`src/rtl/bcd_scan_mux.sv`:
```
// ---------------------------------------------------------------------------
// bcd_scan_mux
//
// Time-multiplexed scan controller for a common-cathode multi-digit 7-segment
// display. A packed BCD value is held in a display register and one digit is
// presented per scan slot on A/B/C/D (A = MSB) together with its decimal
// point. A one-hot dig_en selects the digit common. New values are
// double-buffered: a load lands in a pending register and is only copied into
// the display register at a frame boundary, so a frame never mixes old and
// new digits.
//
// Ports:
//   clk        system clock, rising-edge
//   rst        synchronous active-high reset
//   load       one-cycle strobe capturing digits_in / dp_in
//   digits_in  packed BCD, digit i at [4i+3:4i], digit 0 least significant
//   dp_in      decimal point per digit
//   blank_lz   live leading-zero blanking enable
//   A,B,C,D    current digit nibble (A = bit 3)
//   dp         decimal point of the current digit
//   dig_en     one-hot digit enable, all zero for a blanked slot
//   pend       a loaded value waits for the next frame boundary
//   err        displayed value holds a nibble greater than 9
// ---------------------------------------------------------------------------
module bcd_scan_mux #(
  parameter int DIGITS   = 4,
  parameter int SCAN_DIV = 16
) (
  input  logic                  clk,
  input  logic                  rst,
  input  logic                  load,
  input  logic [4*DIGITS-1:0]   digits_in,
  input  logic [DIGITS-1:0]     dp_in,
  input  logic                  blank_lz,
  output logic                  A,
  output logic                  B,
  output logic                  C,
  output logic                  D,
  output logic                  dp,
  output logic [DIGITS-1:0]     dig_en,
  output logic                  pend,
  output logic                  err
);

  localparam int PSC_W = (SCAN_DIV > 1) ? $clog2(SCAN_DIV) : 1;
  localparam int IDX_W = (DIGITS > 1) ? $clog2(DIGITS) : 1;
  localparam logic [PSC_W-1:0] PSC_LAST = PSC_W'(SCAN_DIV - 1);
  localparam logic [IDX_W-1:0] IDX_LAST = IDX_W'(DIGITS - 1);

  logic [PSC_W-1:0]    r_psc;
  logic [IDX_W-1:0]    r_idx;
  logic [4*DIGITS-1:0] r_disp;
  logic [DIGITS-1:0]   r_dispDp;
  logic [4*DIGITS-1:0] r_pnd;
  logic [DIGITS-1:0]   r_pndDp;
  logic                r_pend;
  logic                r_err;

  logic                w_pscWrap;
  logic                w_frameEnd;
  logic [3:0]          w_nibble;
  logic [DIGITS-1:0]   w_zeroFrom;
  logic                w_blank;

  // True when any BCD nibble of the value is outside 0..9.
  function automatic logic hasBadNibble(input logic [4*DIGITS-1:0] value);
    logic bad;
    bad = 1'b0;
    for (int i = 0; i < DIGITS; i++) begin
      if (value[4*i +: 4] > 4'd9) bad = 1'b1;
    end
    return bad;
  endfunction

  // The frame boundary is the last cycle of the last digit slot; whatever is
  // written to the display on this edge is first seen in the idx = 0 slot.
  assign w_pscWrap  = (r_psc == PSC_LAST);
  assign w_frameEnd = w_pscWrap && (r_idx == IDX_LAST);

  // Scan counters: the prescaler sets the slot length, the digit index walks
  // the slots and wraps once per frame.
  always_ff @(posedge clk) begin
    if (rst) begin
      r_psc <= '0;
      r_idx <= '0;
    end else begin
      if (w_pscWrap) begin
        r_psc <= '0;
        r_idx <= (r_idx == IDX_LAST) ? '0 : r_idx + 1'b1;
      end else begin
        r_psc <= r_psc + 1'b1;
      end
    end
  end

  // Double buffer. A load at the frame boundary goes straight to the display
  // and discards anything pending, so the newest value always wins. The error
  // flag tracks the display register and only changes when it is written.
  always_ff @(posedge clk) begin
    if (rst) begin
      r_disp   <= '0;
      r_dispDp <= '0;
      r_pnd    <= '0;
      r_pndDp  <= '0;
      r_pend   <= 1'b0;
      r_err    <= 1'b0;
    end else if (load && w_frameEnd) begin
      r_disp   <= digits_in;
      r_dispDp <= dp_in;
      r_pend   <= 1'b0;
      r_err    <= hasBadNibble(digits_in);
    end else if (load) begin
      r_pnd    <= digits_in;
      r_pndDp  <= dp_in;
      r_pend   <= 1'b1;
    end else if (w_frameEnd && r_pend) begin
      r_disp   <= r_pnd;
      r_dispDp <= r_pndDp;
      r_pend   <= 1'b0;
      r_err    <= hasBadNibble(r_pnd);
    end
  end

  // w_zeroFrom[i] is set when digit i and every more significant digit are
  // zero with no decimal point lit; such digits are leading zeros.
  always_comb begin
    logic run;
    run        = 1'b1;
    w_zeroFrom = '0;
    for (int i = DIGITS - 1; i >= 0; i--) begin
      run           = run & (r_disp[4*i +: 4] == 4'd0) & ~r_dispDp[i];
      w_zeroFrom[i] = run;
    end
  end

  // Slot decode from registered state; blank_lz is the only input that reaches
  // the outputs combinationally. Digit 0 is never blanked so a zero value
  // still shows a single 0.
  always_comb begin
    w_nibble = r_disp[{r_idx, 2'b00} +: 4];
    w_blank  = blank_lz && (r_idx != '0) && w_zeroFrom[r_idx];
    if (w_blank) begin
      dig_en       = '0;
      {A, B, C, D} = 4'd0;
      dp           = 1'b0;
    end else begin
      dig_en       = DIGITS'(1) << r_idx;
      {A, B, C, D} = w_nibble;
      dp           = r_dispDp[r_idx];
    end
  end

  assign pend = r_pend;
  assign err  = r_err;

endmodule

```
`config.mk`:
```
export PLATFORM = sky130hd
export DESIGN_NAME = bcd_scan_mux
export DESIGN_NICKNAME = d
export VERILOG_FILES = /design/src/rtl/bcd_scan_mux.sv
export SDC_FILE = /design/constraint.sdc
export NUM_CORES = 1
export LEC_CHECK = 0
export ABC_AREA = 1
export BUFFER_PORTS_ARGS = -buffer_cell sky130_fd_sc_hd__buf_2
export CORE_MARGIN = 2
export CORE_UTILIZATION = 32
export CTS_CLUSTER_SIZE = 20
export DETAILED_ROUTE_END_ITERATION = 12
export GPL_TIMING_DRIVEN = 1
export HOLD_SLACK_MARGIN = 0.02
export SLEW_MARGIN = 20
export SYNTH_ARGS = -nofsm -noshare
export SYNTH_HDL_FRONTEND = slang
export SYNTH_SLANG_ARGS = --single-unit
```
`constraint.sdc`:
```
create_clock -name clk -period 1.8 [get_ports clk]
set_input_delay 0.09 -clock clk [delete_from_list [all_inputs] [get_ports clk]]
set_output_delay 0.09 -clock clk [all_outputs]
set_load 0.01 [all_outputs]
```
# Word level (Yosys, flattened, before mapping)
# Index checks and enable logic that the tools add are counted.
[word_totals] word_cells=82 in_bits=24 output_inout_bits=11 reg_bits=48
[classes] n_eq_ne=3 bitwise_logic=12 shift=2 magnitude_cmp=9 n_mux=30 n_reduce_logical=16 n_addsub=2
[op_table] op="$mux 16" count=3
[op_table] op="$gt 4x4->1 const B" count=8
[op_table] op="$mux 1" count=20
[op_table] op="$logic_not 4->1" count=4
[op_table] op="$mux 4" count=4
[op_table] op="$shiftx 16x5->4" count=1
[op_table] op="$and 1x1->1" count=7
[op_table] op="$reduce_bool 2->1" count=3
[op_table] op="$logic_and 1x1->1" count=5
[op_table] op="$not 1->1" count=5
[op_table] op="$add 4x1->4 const B" count=1
[op_table] op="$bmux 1 s2" count=2
[op_table] op="$eq 4x4->1 const B" count=1
[op_table] op="$reduce_and 2->1" count=2
[op_table] op="$reduce_or 2->1" count=2
[op_table] op="$shl 1x2->4 const A" count=1
[op_table] op="$lt 2x3->1 const B" count=1
[op_table] op="$add 2x1->2 const B" count=1
[op_table] op="$eq 2x2->1 const B" count=1
[op_table] op="$mux 2" count=1
[op_table] op="$ne 2x1->1 const B" count=1

# Longest topological paths before layout
[logic_depth] depth_word=12 depth_mapped=9

# Worst setup path after synthesis
# Ideal clock, no wire load.
[synth_timing] path_kind="register -> output" startpoint="register r_idx[0]" endpoint="output port dig_en[1]" slack_ns=0.227 stages_incl_launch_ff=10 arrival_ns=1.483 cell_sequence="dfxtp_1 > inv_1 > clkbuf_1 > ha_1 > nor2_1 > nand2_1 > nor2_1 > nand2_1 > a21oi_1 > nor2_1"
[synth_via] elab_chain_cells=4 elab_cells_between_ends=7 cone_classes="shift: 1; mux: 3; reduce/logical: 3"
[synth_lines] element="from (decl)" line="51" rtl="logic [IDX_W-1:0] r_idx;"
[synth_lines] element="from (signal assigned)" line="89" rtl="r_idx <= (r_idx == IDX_LAST) ? '0 : r_idx + 1'b1;"
[synth_lines] element="$bmux 1 s2 or $reduce_bool 2->1 (tied branches)" line="141" rtl="w_blank = blank_lz && (r_idx != '0) && w_zeroFrom[r_idx];"
[synth_lines] element="$mux 1 (implied by the code) or $logic_and 1x1->1 (tied branches)" line="141"
[synth_lines] element="$logic_and 1x1->1" line="141"
[synth_lines] element="$mux 4 (*)" line="142" rtl="if (w_blank) begin"
[synth_lines] element="to (decl)" line="40" rtl="output logic [DIGITS-1:0] dig_en,"
# Every way passes the cells marked *; elsewhere a longest branch is shown, timed or not. The select of a mux whose other input is x is not followed.

# Worst setup path after layout
[layout_timing] startpoint="register r_idx[1]" endpoint="output port dig_en[3]"
# Same word-level chain as after synthesis.

==> reports/metrics.cfg <==
[cells_and_area]
multi_input_area_um2 = 1070
finalCoreUtilization_pct = 38.7
final_common_cell = nor2_1
post-route-cell-area_um2 = 2600
layout_common_cells = nor2_1 (72), dfxtp_1 (46), o21ai_0 (45)
nFillCells = 722
drive_gt1_share_pct = 17.9
final_net_count = 368
area_growth_pct = 17.7
antenna_cells = 0
seqCellArea_um2 = 963

[die]
start_util_pct = 32.9
row_count = 30
fp.dieH_um = 87.1
ios = 35
die-area_um2 = 7580
core-area_um2 = 6720
die-width_um = 87.1

[clock_network]
clock_sinks = 48
tritoncts = built
cts-root-buf = clkbuf_8
cts.clk_slew.worst_paths_ns = 0.09
numCtsBuffers = 5
clkLatencyLatePin_ns = 0.30
htreeDepth = 2
clk_path_buf_depth = 2

[worst_setup_path]
r2r_cells = 7
cp.arrival_ns = 1.56
path_cells = inv_1, ha_1, nor2_1, nand2_1, nor2_1, nand2_1, a21oi_2, nor2_1, buf_2
r2r_slack_ns = 0.23
slowest_stage = dfxtp_2
endpoint_kind = output pin
cp_top_family = simple AND/OR/NAND/NOR gates
worstPathMaxFanout = 3
rr_endpoint = r_pnd[4]$_SDFFE_PP0P_
cp-start-kind = flip-flop
cp.required_ns = 1.71
r2r-start = r_idx[0]$_SDFFE_PP0P_
cpPeakStageDelay_ns = 0.36
crit_type = flip-flop to output pin
cp_num_buf_inv = 2
cpMostUsedCell = nor2_1

[global_route]
grt_pass1_vias = 1846
grt_max_degree = 46
overflow = 0
grt_pass1_wl_um = 8970
antenna_found_initial = 0
track_usage_pct = 15.3

[routing]
drt_iter0_markers = 83
wl_met2_um = 2320
wl_met3_um = 327
m1WireLength_um = 2830
antenna_left = 0
post-route-drc-count = 0
vias = 2097
vias_per_cell = 4.99
postRouteWirelength_um = 5550
routedWlPerCell_um = 13.2
top_layer_used = met4
firstDrtPassIters = 4

[placed_design]
pre_cts_ws_ns = 0.224
io_buffers = 34
place_congestion = 0.773
hpwl_um = 3890
dpl_cell_area_um2 = 2470

[min_path]
min-delay-start = dp_in[3]
hold_depth = 3
hold_class = input port to flip-flop
whs_endpoint = r_pndDp[3]$_SDFFE_PP0P_

[logic_synthesis]
syn-num-nets = 332
synthMuxAreaShare_pct = 0
syn-instance-count = 303
ys_ff_latch = 48
synth_top_family_by_area = compound AO/OA/AOI/OAI gates
postSynthAreaPerCell_um2 = 7.29
yosysSeqAreaShare_pct = 43.5
ys_warn_count = 0
synth_compound_gate_area_share_pct = 26.7
netlist_area_um2 = 2210
ys_types = 21
synthAdderAreaFrac_pct = 2.83
synthSimpleGateAreaFrac_pct = 18.5
synth-xor-area-share_pct = 0

[sta]
tns_ns = 0
fmax_mhz = 606
final-setup-viol-count = 0
worst_slack_ns = 0.149
slew_headroom_pct = 56.0
tightest_slew_ns = 0.659
period_share_pct = 91.7
hold_viol_final = 0
fin_skew_ns = 0.00484
min_period_ns = 1.65
drv_slew = 0
rsz0062_at_grt = false

[power_and_ir_drop]
ir_drop_mv = 0.304
total_power_mw = 2.00
power.density_nw_per_um2 = 771
p_leak_nw = 1.14

[job]
drv_cap = 0

[status]
status = finished, final reports clean

where the power goes:
part / internal (mW) / total (mW) / switching [mW]
clock: 0.315 / 0.700 / 0.385
combinational: 0.0719 / 0.183 / 0.111
sequential: 1.10 / 1.12 / 0.0210
cells in the mapped netlist:
| master | n | share of area (%) |
|---|---|---|
| a21oi_1 | 33 | 7.5 |
| buf_1 | 1 | 0.17 |
| buf_2 | 4 | 0.91 |
| buf_4 | 2 | 0.68 |
| buf_6 | 3 | 1.5 |
| clkbuf_1 | 7 | 1.2 |
| dfxtp_1 | 48 | 44 |
| ha_1 | 5 | 2.8 |
| inv_1 | 23 | 3.9 |
| nand2_1 | 13 | 2.2 |
| nand2_2 | 1 | 0.28 |
| nand2_4 | 1 | 0.51 |
| nand3_1 | 6 | 1.4 |
| nand3_2 | 1 | 0.45 |
| nor2_1 | 72 | 12 |
| nor2_4 | 2 | 1.0 |
| nor3_1 | 2 | 0.45 |
| o211ai_1 | 1 | 0.34 |
| o21ai_0 | 45 | 10 |
| o21ai_1 | 11 | 2.5 |
| o22ai_1 | 22 | 6.2 |
repair_timing:
item / 4_1_cts / 5_1_grt
hold buffers: 1 / 0
setup endpoints to repair: 3 / 7
endpoints found under the hold margin: 1 / 0
gates resized for setup: 1 / 2
pin swaps: 0 / 1
setup buffers: 0 / 2
cell families (layout without fill, tap and decap cells):
logic type	Yosys count	after routing
AOI/OAI and AO/OA	112	112
adders and majority gates	5	5
buffers and inverters	40	77
DFF	48	48
and+or+nand+nor	98	98
worst max-delay path by stage:
stage | slack, ns | end | start | depth (start not counted)
after floorplan | 0.23 | dig_en[1] | r_idx[0]$_SDFFE_PP0P_ | 9
after global placement | 0.29 | r_disp[0]$_SDFFE_PP0P_ | r_psc[0]$_SDFF_PP0_ | 8
after detailed placement | 0.22 | r_dispDp[0]$_SDFFE_PP0P_ | r_psc[0]$_SDFF_PP0_ | 8
after CTS | 0.04 | dig_en[3] | r_idx[0]$_SDFFE_PP0P_ | 9
after global routing | 0.001 | dig_en[2] | r_idx[1]$_SDFFE_PP0P_ | 9
final | 0.15 | dig_en[3] | r_idx[1]$_SDFFE_PP0P_ | 9
worst min-delay path: cells and delay by family:
kind | cells | cell delay (ns)
and+or+nand+nor | 1 | 0.08
AOI/OAI and AO/OA | 1 | 0.07
buffers and inverters | 1 | 0.09
final cells by class:
cell class,instances,share of cell area [%]
multi-input cells,215,41.0
flip-flops and latches,48,37.1
repair buffers,46,11.1
well taps,80,3.85
inverters,23,3.32
clock buffers,6,3.18
clock inverters,2,0.529
sequential cells by signal, summed over array words and instances, names as in the netlist:
name	cells
r_idx	2
r_dispDp	4
pend	1
r_pndDp	4
r_pnd	16
r_disp	16
r_psc	4
err	1
per-layer routing:
metal / track usage (%) / vias to the layer above
met4: 4.26 / 0
li1: - / 1104
met3: 3.41 / 5
met2: 21.7 / 52
met5: 0 / -
met1: 23.1 / 936
stage by stage:
step	hold WS, ns	cells
floorplan	0.159	303
global placement	0.282	409
detailed placement	0.280	409
CTS	0.0447	418
global route	0.0415	420
finish	0.0530	420
Note: power is estimated with default switching activity, not from simulation.
